==> src/rtl/ultrasound_range_meter.sv <==
// Ultrasound range meter: fires a trigger pulse, times the sensor echo and
// reports the distance in units as a 9-bit signed value (always 0..255).
// Optional build macro RANGE_AVERAGE_EN: report the mean of the last four results.
module ultrasound_range_meter #(
   parameter int unsigned CYCLES_PER_UNIT = 3996,
   parameter int unsigned TRIG_CYCLES     = 270,
   parameter int unsigned WAIT_CYCLES     = 27000
) (
   input  logic       clock,
   input  logic       reset,
   input  logic       start,
   input  logic       echo,
   output logic       trigger,
   output logic [8:0] r,
   output logic       r_valid,
   output logic       busy,
   output logic       timeout
);

   localparam int unsigned SUB_W   = (CYCLES_PER_UNIT > 1) ? $clog2(CYCLES_PER_UNIT) : 1;
   localparam int unsigned CNT_MAX = (TRIG_CYCLES > WAIT_CYCLES) ? TRIG_CYCLES : WAIT_CYCLES;
   localparam int unsigned CNT_W   = $clog2(CNT_MAX + 1);
   localparam int unsigned UNIT_W  = 8;

   localparam logic [SUB_W-1:0]  SUB_LAST     = SUB_W'(CYCLES_PER_UNIT - 1);
   localparam logic [CNT_W-1:0]  TRIG_LAST    = CNT_W'(TRIG_CYCLES - 1);
   localparam logic [CNT_W-1:0]  WAIT_LAST    = CNT_W'(WAIT_CYCLES - 1);
   localparam logic [UNIT_W-1:0] UNIT_SAT     = UNIT_W'(255);
   localparam logic [UNIT_W-1:0] UNIT_PRE_SAT = UNIT_W'(254);
   // Counter values after counting the rising-edge cycle itself
   localparam logic [SUB_W-1:0]  SUB_FIRST    = (CYCLES_PER_UNIT > 1) ? SUB_W'(1) : SUB_W'(0);
   localparam logic [UNIT_W-1:0] UNIT_FIRST   = (CYCLES_PER_UNIT > 1) ? UNIT_W'(0) : UNIT_W'(1);

   typedef enum logic [2:0] {
      IDLE,
      TRIGGER,
      WAIT_ECHO,
      MEASURE,
      DONE
   } state_t;

   state_t              state_q, state_d;
   logic [CNT_W-1:0]    cnt_q, cnt_d;
   logic [SUB_W-1:0]    sub_q, sub_d;
   logic [UNIT_W-1:0]   unit_q, unit_d;
   logic                echo_m, echo_s, echo_d;
   logic                echo_rise;
   logic                timeout_d;
   logic                load_c;
   logic [UNIT_W-1:0]   result_c;
   logic [UNIT_W-1:0]   filt_c;

   // Two-flop synchronizer plus one delayed copy for edge detection
   always_ff @(posedge clock) begin
      if (reset) begin
         echo_m <= 1'b0;
         echo_s <= 1'b0;
         echo_d <= 1'b0;
      end else begin
         echo_m <= echo;
         echo_s <= echo_m;
         echo_d <= echo_s;
      end
   end

   assign echo_rise = echo_s & ~echo_d;

   // Next-state, counter and strobe decode
   always_comb begin
      state_d   = state_q;
      cnt_d     = cnt_q;
      sub_d     = sub_q;
      unit_d    = unit_q;
      timeout_d = 1'b0;
      load_c    = 1'b0;
      result_c  = unit_q;
      case (state_q)
         IDLE: begin
            cnt_d = '0;
            if (start) state_d = TRIGGER;
         end
         TRIGGER: begin
            if (cnt_q == TRIG_LAST) begin
               state_d = WAIT_ECHO;
               cnt_d   = '0;
            end else begin
               cnt_d = cnt_q + CNT_W'(1);
            end
         end
         WAIT_ECHO: begin
            if (echo_rise) begin
               // Clear the counters and count this first high cycle
               state_d = MEASURE;
               sub_d   = SUB_FIRST;
               unit_d  = UNIT_FIRST;
            end else if (cnt_q == WAIT_LAST) begin
               state_d   = IDLE;
               timeout_d = 1'b1;
            end else begin
               cnt_d = cnt_q + CNT_W'(1);
            end
         end
         MEASURE: begin
            if (echo_s) begin
               if (sub_q == SUB_LAST) begin
                  sub_d  = '0;
                  unit_d = unit_q + UNIT_W'(1);
                  if (unit_q == UNIT_PRE_SAT) begin
                     // Out of range: report full scale without waiting for the fall
                     state_d  = DONE;
                     load_c   = 1'b1;
                     result_c = UNIT_SAT;
                  end
               end else begin
                  sub_d = sub_q + SUB_W'(1);
               end
            end else begin
               state_d  = DONE;
               load_c   = 1'b1;
               result_c = unit_q;
            end
         end
         DONE: begin
            state_d = IDLE;
         end
         default: begin
            state_d = IDLE;
         end
      endcase
   end

`ifdef RANGE_AVERAGE_EN
   // Four-result window: the newest result plus the three previous ones
   logic [UNIT_W-1:0] hist_q [3];
   logic              hist_valid_q;
   logic [UNIT_W+1:0] sum_c;

   // Moving average of the window; the first result stands for all four
   always_comb begin
      sum_c  = (UNIT_W+2)'(result_c) + (UNIT_W+2)'(hist_q[0]) +
               (UNIT_W+2)'(hist_q[1]) + (UNIT_W+2)'(hist_q[2]);
      filt_c = hist_valid_q ? sum_c[UNIT_W+1:2] : result_c;
   end

   // History shift register, preloaded with the first result after reset
   always_ff @(posedge clock) begin
      if (reset) begin
         for (int i = 0; i < 3; i++) hist_q[i] <= '0;
         hist_valid_q <= 1'b0;
      end else if (load_c) begin
         if (hist_valid_q) begin
            hist_q[2] <= hist_q[1];
            hist_q[1] <= hist_q[0];
            hist_q[0] <= result_c;
         end else begin
            for (int i = 0; i < 3; i++) hist_q[i] <= result_c;
         end
         hist_valid_q <= 1'b1;
      end
   end
`else
   // Report the latest result directly
   always_comb begin
      filt_c = result_c;
   end
`endif

   // State, counters and registered outputs
   always_ff @(posedge clock) begin
      if (reset) begin
         state_q <= IDLE;
         cnt_q   <= '0;
         sub_q   <= '0;
         unit_q  <= '0;
         trigger <= 1'b0;
         busy    <= 1'b0;
         r_valid <= 1'b0;
         timeout <= 1'b0;
         r       <= '0;
      end else begin
         state_q <= state_d;
         cnt_q   <= cnt_d;
         sub_q   <= sub_d;
         unit_q  <= unit_d;
         trigger <= (state_d == TRIGGER);
         busy    <= (state_d != IDLE);
         r_valid <= load_c;
         timeout <= timeout_d;
         if (load_c) r <= {1'b0, filt_c};
      end
   end

endmodule
==> config.mk <==
export PLATFORM = sky130hd
export DESIGN_NAME = ultrasound_range_meter
export DESIGN_NICKNAME = d
export VERILOG_FILES = /design/src/rtl/ultrasound_range_meter.sv
export SDC_FILE = /design/constraint.sdc
export NUM_CORES = 1
export LEC_CHECK = 0
export CAP_MARGIN = 20
export CORE_UTILIZATION = 35
export DETAILED_ROUTE_END_ITERATION = 8
export SKIP_CTS_REPAIR_TIMING = 1
export SYNTH_ARGS = -nofsm -noshare
export SYNTH_HDL_FRONTEND = slang
export SYNTH_SLANG_ARGS = --single-unit
==> constraint.sdc <==
create_clock -name clock -period 2.46 [get_ports clock]
set_input_delay 0.492 -clock clock [delete_from_list [all_inputs] [get_ports clock]]
set_output_delay 0.492 -clock clock [all_outputs]
set_load 0.05 [all_outputs]
==> results of run 1 <==
## routing by layer
layer / vias to the layer above / track usage [%] / routed length [um]
met5: - / 0 / 0
met4: 0 / 5.909 / 46
li1: 1036 / - / -
met3: 5 / 3.429 / 235
met2: 49 / 25.32 / 2512
met1: 956 / 19.78 / 2556
## sequential cells by signal (all words and copies together), names as in the netlist
signal and flops:
busy 1, cnt_q 15, echo_d 1, echo_m 1
echo_s 1, r 8, r_valid 1, state_q 3
sub_q 12, timeout 1, trigger 1, unit_q 8
## logic make-up after synthesis
kind of cell / after synthesis / share of synthesized area [%]
AO/OA/AOI/OAI: 26 / 7.032
AND/OR/NAND/NOR: 151 / 32.25
XOR/XNOR: 28 / 9.844
buffers and inverters: 19 / 3.164
multiplexers: 6 / 2.461
flip-flops: 53 / 42.59
other: 1 / 0.1505
adder cells (fa/ha/maj): 5 / 2.511
## placed cells by master, fill, tap and decap left out, types with 2 or more instances in the layout
master,synthesis,layout
sky130_fd_sc_hd__dfxtp_1,53,53
sky130_fd_sc_hd__nor2_1,50,50
sky130_fd_sc_hd__xnor2_1,17,17
sky130_fd_sc_hd__nor3_1,16,16
sky130_fd_sc_hd__nand2_1,16,16
sky130_fd_sc_hd__clkdlybuf4s50_1,0,15
sky130_fd_sc_hd__nand3_1,14,14
sky130_fd_sc_hd__nand4_1,11,11
sky130_fd_sc_hd__xor2_1,11,11
sky130_fd_sc_hd__inv_1,8,8
sky130_fd_sc_hd__o21ai_0,7,7
sky130_fd_sc_hd__a21oi_1,6,6
sky130_fd_sc_hd__buf_4,1,6
sky130_fd_sc_hd__and4_1,5,5
sky130_fd_sc_hd__mux2i_1,5,5
sky130_fd_sc_hd__ha_1,5,5
sky130_fd_sc_hd__clkbuf_8,0,5
sky130_fd_sc_hd__and3_1,4,4
sky130_fd_sc_hd__nor2b_1,4,4
sky130_fd_sc_hd__nor3b_1,3,3
sky130_fd_sc_hd__nor4_1,3,3
sky130_fd_sc_hd__or3_1,3,3
sky130_fd_sc_hd__nand3b_1,2,2
sky130_fd_sc_hd__nor4b_1,2,2
sky130_fd_sc_hd__or4_1,2,2
sky130_fd_sc_hd__nand2b_1,2,2
sky130_fd_sc_hd__o31a_1,2,2
sky130_fd_sc_hd__or2_2,2,2
sky130_fd_sc_hd__a31oi_1,2,2
sky130_fd_sc_hd__and2_1,2,2
sky130_fd_sc_hd__a211oi_1,2,2
sky130_fd_sc_hd__inv_6,0,2
## metrics by stage
step | util [%] | total power (W) | cell area (um2) | setup slack, ns
finish | 42.07 | 0.001548 | 2874 | 0.4707
global route | 42.07 | 0.001611 | 2874 | 0.2687
CTS | 42.07 | 0.001578 | 2874 | 0.4524
detailed placement | 40.37 | 0.0009499 | 2758 | 0.2912
global placement | 40.26 | 0.0009483 | 2750 | 0.2957
floorplan | - | 0.0009299 | 2491 | 0.6607
## path summary, 6_finish.rpt
path                           end  slack, ns
max                           r[1]       0.47
min              echo_s$_SDFF_PP0_       0.45
max reg2reg  sub_q[6]$_SDFFE_PP0P_       0.48
min reg2reg      echo_s$_SDFF_PP0_       0.45
## power breakdown
part | total [W] | switching, W | internal, W
clock network | 0.000619 | 0.000308 | 0.000311
registers | 0.000868 | 0.00000372 | 0.000864
logic | 0.0000617 | 0.0000411 | 0.0000205
total | 0.00155 | 0.000353 | 0.00120
## synthesized netlist by cell type (2+ instances only)
master	instances	share of area, %
sky130_fd_sc_hd__nor3b_1	3	0.90
sky130_fd_sc_hd__and2_1	2	0.50
sky130_fd_sc_hd__nand2b_1	2	0.50
sky130_fd_sc_hd__or2_2	2	0.50
sky130_fd_sc_hd__and4_1	5	1.8
sky130_fd_sc_hd__a31oi_1	2	0.50
sky130_fd_sc_hd__nor3_1	16	3.2
sky130_fd_sc_hd__nor2b_1	4	1.0
sky130_fd_sc_hd__nor4_1	3	0.75
sky130_fd_sc_hd__inv_1	8	1.2
sky130_fd_sc_hd__a21oi_1	6	1.2
sky130_fd_sc_hd__nor4b_1	2	0.70
sky130_fd_sc_hd__mux2i_1	5	2.0
sky130_fd_sc_hd__or4_1	2	0.60
sky130_fd_sc_hd__nor2_1	50	7.5
sky130_fd_sc_hd__xor2_1	11	3.9
sky130_fd_sc_hd__clkbuf_1	7	1.1
sky130_fd_sc_hd__nand2_1	16	2.4
sky130_fd_sc_hd__ha_1	5	2.5
sky130_fd_sc_hd__or3_1	3	0.75
sky130_fd_sc_hd__nand4_1	11	2.8
sky130_fd_sc_hd__nand3_1	14	2.8
sky130_fd_sc_hd__o21ai_0	7	1.4
sky130_fd_sc_hd__a211oi_1	2	0.60
sky130_fd_sc_hd__and3_1	4	1.0
sky130_fd_sc_hd__dfxtp_1	53	43
sky130_fd_sc_hd__buf_2	3	0.60
sky130_fd_sc_hd__nand3b_1	2	0.60
sky130_fd_sc_hd__xnor2_1	17	6.0
sky130_fd_sc_hd__o31a_1	2	0.70
## cell type report
class | instances | area (um2) | share of cell area [%]
well taps | 96 | 120.1 | 4.179
repair buffers | 21 | 195.2 | 6.791
clock buffers | 5 | 68.82 | 2.394
flip-flops and latches | 53 | 1061 | 36.92
multi-input cells | 217 | 1351 | 47.02
inverters | 8 | 30.03 | 1.045
clock inverters | 3 | 47.55 | 1.654
==> results.md, run 1 <==
- The worst path needs 1.989 ns of the cycle, external delays included.
- For the final database, setup skew stands at 0.006966 ns.
- The critical path startpoint category is a flip-flop.
- The area inside the core boundary is 6832 um2.
- The number of cells traversed by the worst register-to-register path is 6.
- Setup violations remaining at the end of the flow were counted as 0.
- The count of synthesis-stage warnings from yosys is 0.
- The total power density per cell area is 538.7 nW/um2.
- Yosys mapped a number of flops with a built-in enable equal to 0.
- TritonCTS built the clock tree.
- In this run, placement finished with an instance count of just under 400.
- For this run, the register share of the synthesized area comes to a little over two fifths.
- For this run, design rule violations remaining after detail routing come to 0.
- The final-layout setup total negative slack is 0 ns.
- The number of library cell types mapped by synthesis is 50.
- Dividing the detail-routed wire length by the instance count gives 13.28 um.
- The worst vdd rail ir drop is ~0.29 mV.
- The layout net count is about 320.
- The post-detailed-routing wire length is 5351 um.
- At the worst endpoint, the arrival time is ~1.5 ns.
- The number of port buffers is 15.
- The critical setup path kind is reg -> out.
- The post-DP HPWL is about 3800 um.
- The floorplan has 30 rows.
- After synthesis the netlist holds a flip-flop and latch count of 53.
- The ratio of routed vias to standard cells is 5.077.
- Tracing the worst setup path back leads to its startpoint at r[1]$_SDFFE_PP0P_.
- The number of antenna violations at the first check in global routing came to 0.
- The tree is rooted in a sky130_fd_sc_hd__clkbuf_8.
- The clock transition time at the flip-flop clock pins of the worst setup and hold paths is around 0.10 ns.
- The length of the first detailed-routing pass in iterations is 4.
- The number of standard cells in the layout, taps in and fillers out is 403.
- The deepest clock path buffer count is 2.
- Once detail routing completed, the nets flagged for antenna violations numbered 0.
- The maximum achievable frequency is 502.7 MHz.
- The max-slew violation count came to 0.
- The number of nets handed over by synthesis was 298.
- The congestion estimate from routability-driven global placement came to 0.7808.
- The run finished with clean final reports.
- In this run the number of cells on the critical path is 1.
- The layout has roughly 720 filler cells.
- The relative slew slack is about 47%.
- The pin count of the biggest net entering global routing is 19.
- The effective utilization at floorplan is a little over a third.
- Global routing used approximately 15% of the available tracks.
- The vertical extent of the die is 86.37 um.
- The repair_antennas step left the layout with diodes totalling 0.
- Setup repair after global routing left no endpoint under its margin.
- The fraction of layout cells with a size suffix above 1 is 8.143%.
- STA classifies the critical path endpoint as a primary output.
- Grouping stages by cell kind, the critical path spends the most delay in buffers and inverters.
- The number of instances in the synthesized netlist is 289.
- The number of I/O pins is 17.
- The average instance in the mapped netlist occupies ~8.6 um2.
- The synthesized netlist occupies a cell area of 2491 um2.
- The die covers 7459 um2.
- Among all flip-flop cells after synthesis, the most frequent one is sky130_fd_sc_hd__dfxtp_1.
- The tool flagged a number of max-cap violations equal to 0.
- The number of hold violations in the final report is 0.
- Together, buffers and inverters on the worst path number 1.
- The clock latency on the worst-skew pair is 0.31 ns.
- The data required time at the worst endpoint is about 2 ns.
- Summed over all cells, the static leakage comes to 1.008 nW.
- The first global-routing pass estimated between 9000 and 10000 um of wire.
- The transition time of the tightest slew-check pin is 0.7950 ns.
- In this run, CTS created clock tree buffers numbering 5.
- The async set or reset register ratio after synthesis is 0%.
- The top fanout value on the critical path is 2.
- After layout, the worst path uses 80.87% of the clock period.
- Across all hold checks on the routed design, the worst slack comes to 0.4496 ns.
- On the worst path, the slowest cell contributes a delay of 0.82 ns.
- The total overflow reported by the global router is 0.
- The path type of the worst min-delay path is reg -> reg.
- Across all layers, the routed design uses ~2.0k vias.
- CTS saw between 50 and 60 sinks.
- The width of the die is 86.37 um.
- The critical path goes through clkdlybuf4s50_1.
- The relative area change from synthesis to final layout is 15.37%.
- The number of instances on the worst hold path is 1.
- The slowest stage cell on the critical path is sky130_fd_sc_hd__clkdlybuf4s50_1.
- The first routing iteration left between 60 and 70 violations.
- The maximum level of the CTS H-tree is 2.
- The via count of the first global-routing pass is 1991.
- The worst reg2reg path startpoint is sub_q[0]$_SDFFE_PP0P_.
- The startpoint of the tightest hold check path is echo_m$_SDFF_PP0_.
Note: power is estimated with default switching activity, not from simulation.
==> inputs of run 2 (changes only) <==
Clock period 2.46 ns to 1.65 ns, I/O delays scaled along.
==> run 2 against run 1 <==
  * The flow now finishes with violations (negative setup slack)
  * Wire length increased by 14%
  * Clock-buffer cell count increased by 1
  * First-iteration DRC count increased by 120%
  * Clock power increased by 16%
  * Clock skew increased by 0.0021 ns
  * Setup slack got worse by 0.59 ns
  * Die area unchanged
  * Core utilization increased by 11 points
  * Critical path depth increased by 4
  * Flip-flop and latch count unchanged
  * Cell count increased by 15%
  * Largest power group unchanged
  * Highest routed layer unchanged
==> results.md, run 2 (same netlist as run 1, synthesis figures left out) <==
- Run status: finished with violations (was completed).
- The final reports fail on negative setup slack.
- The CTS root buffer is sky130_fd_sc_hd__clkbuf_8 (unchanged).
- CP cell instances: or4b_1 > or4_4 > nand2_4 > nor4_2 > a32o_1 (was clkdlybuf4s50_1).
- Highest-count cells in the layout ignoring fill and taps: sky130_fd_sc_hd__buf_4 (71), sky130_fd_sc_hd__nor2_1 (40), sky130_fd_sc_hd__dfxtp_1 (40) (was sky130_fd_sc_hd__dfxtp_1 (53), sky130_fd_sc_hd__nor2_1 (50), sky130_fd_sc_hd__xnor2_1 (17)).
- The clock skew is 0.009055 ns (was 0.006966 ns).
- The clock latency on the worst-skew pair is 0.31 ns (about the same).
- The area inside the core boundary is 6832 um2 (unchanged).
- The max-slew violation count was 0 (unchanged).
- The clock transition time at the flip-flop clock pins of the worst setup and hold paths was 0.09 ns (was 0.10 ns).
- The global-route usage over all layers is 15.90% (was 15.43%).
- The DRC violation count after routing came to 0 (unchanged).
- The slowest stage cell on the critical path is sky130_fd_sc_hd__or4b_1 (was sky130_fd_sc_hd__clkdlybuf4s50_1).
- The average wire length per cell after detail routing is 13.22 um (was 13.28 um).
- The number of placement rows is 30 (unchanged).
- The layout net count was 376 (was 315).
- The number of DRC violations after detailed-routing iteration 0 is 137 (was 62).
- The deepest clock path buffer count was 2 (unchanged).
- The final critical path time including I/O delays and setup is 1.772 ns.
- The width of the die is 86.37 um (unchanged).
- The maximum level of the CTS H-tree came to 2 (unchanged).
- The pre-CTS setup slack is -0.1183 ns (was 0.2912 ns).
- RSZ-0062 raised after global routing: yes (was no).
- The TritonCTS buffer count is 5 (unchanged).
- The post-DP HPWL was 4153 um (was 3805 um).
- The worst vdd rail ir drop is 0.4102 mV (was 0.2918 mV).
- The post-detailed-routing wire length is 6119 um (was 5351 um).
- The relative area change from synthesis to final layout is 45.86% (was 15.37%).
- The path type of the worst min-delay path is reg -> reg (unchanged).
- The number of antenna violations at the first check in global routing came to 0 (unchanged).
- The antenna diode count came to 0 (unchanged).
- The effective utilization at floorplan is 36.47% (unchanged).
- The power consumption came to 0.002145 W (was 0.001548 W).
- The top fanout value on the critical path is 3 (was 2).
- The CTS tree is yes (unchanged).
- The critical setup path kind is reg -> reg (was reg -> out).
- The endpoint type of the worst setup path was a flip-flop (was primary output).
- The number of fill cells in the layout is 621 (was 719).
- The register bank with the most flops is cnt_q (unchanged).
- The number of sinks driven by the clock tree is 53 (unchanged).
- The first-pass GRT wire length is 9487 um (was 9114 um).
- The maximum achievable frequency is 564.5 MHz.
- The length of the first detailed-routing pass in iterations is 4 (unchanged).
- The number of hold violations in the final report is 0 (unchanged).
- The data required time at the worst endpoint was 1.85 ns (was 1.97 ns).
- The sequential standard cell area is 1085 um2 (was 1061 um2).
- The critical path startpoint category is a flip-flop (unchanged).
- The worst setup slack after layout is -0.1216 ns (was 0.4707 ns).
- The largest stage delay on the critical path was 0.51 ns (was 0.82 ns).
- The flip-flop count of the largest register, all copies and words added came to 15 (unchanged).
- The leakage power total is 1.371 nW (was 1.008 nW).
- The total overflow reported by the global router was 0 (unchanged).
- The die footprint came to 7459 um2 (unchanged).
- The number of routed nets with antenna violations is 0 (unchanged).
- The ratio of routed vias to standard cells is 4.896 (was 5.077).
- The combined area of the multi-input logic cells came to 1633 um2 (was 1351 um2).
- The via count of the first global-routing pass is 2039 (was 1991).
- The routed via count is 2267 (was 2046).
- The worst endpoint data arrival time is 1.97 ns (was 1.50 ns).
- The number of maximum-capacitance constraint violations came to 0 (unchanged).
- The final count of negative-setup-slack endpoints is 6 (was 0).
- The total power density per cell area was 590.5 nW/um2 (was 538.7 nW/um2).
- The share of the cycle needed by the critical path after routing is 107.4%.
- The number of I/O pins was 17 (unchanged).
- The vertical extent of the die is 86.37 um (unchanged).
- The weighted congestion at the end of routability-driven global placement is 0.8324 (was 0.7808).
- The number of port buffers is 15 (unchanged).
- The pin count of the biggest net entering global routing is 16 (was 19).
- The most common cell after layout, fill and taps aside is sky130_fd_sc_hd__buf_4 (was sky130_fd_sc_hd__dfxtp_1).
- The fraction of layout cells with a size suffix above 1 is 40.33% (was 8.143%).
- Largest registers: cnt_q x15, sub_q x12 (unchanged).
run 2: cell count changes in the layout (fill, tap and decap cells not counted), sizes merged:
cell	previous run	this run
buf	6	78
inv	10	8
clkbuf	5	7
bufinv	1	0
clkinv	0	1
clkdlybuf4s50	15	3
run 2: critical path: cells and delay by family (launching register included):
kind / cells / cell delay, ns
flops: 1 / 0.34
compound gates: 1 / 0.20
simple gates: 4 / 1.13
run 2: area by class of cell:
type                       instances  share of cell area, %
tap                               96                  3.306
clock buffer                       6                  1.997
timing repair buffer              82                  18.84
sequential                        53                  29.86
multi-input combinational        217                  44.94
inverter                           8                 0.8264
clock inverter                     1                 0.2410
run 2: worst paths after layout:
kind,slack [ns],endpoint,cells past startpoint,from
min reg2reg,0.45,echo_s$_SDFF_PP0_,1,echo_m$_SDFF_PP0_
min,0.45,echo_s$_SDFF_PP0_,1,echo_m$_SDFF_PP0_
max,-0.12,cnt_q[1]$_SDFFE_PP0P_,5,cnt_q[10]$_SDFFE_PP0P_
max reg2reg,-0.12,cnt_q[1]$_SDFFE_PP0P_,5,cnt_q[10]$_SDFFE_PP0P_
run 2: where the power goes:
part / internal (W) / switching, W
combinational: 0.0000571 / 0.0000761
clock: 0.000295 / 0.000423
sequential: 0.00128 / 0.00000942
total: 0.00164 / 0.000509
run 2: per-layer routing:
layer / part of all wire, % / global-route usage (%) / up-vias
met5: 0 / 0 / -
li1: - / - / 1169
met3: 3.3 / 3.048 / 5
met1: 50 / 22.50 / 1056
met2: 46 / 24.53 / 37
met4: 0.80 / 4.697 / 0
run 2: through the flow:
step	cells	instance area, um2	utilization (%)	TNS (ns)	hold slack, ns
global route	463	3633	53.19	-1.600	0.4866
finish	463	3633	53.19	-0.4194	0.4476
CTS	451	3214	47.05	-1.924	0.4510
global placement	444	3133	45.86	-0.8766	0.4314
floorplan	289	2516	-	-0.1442	0.4138
detailed placement	444	3133	45.86	-1.234	0.4273
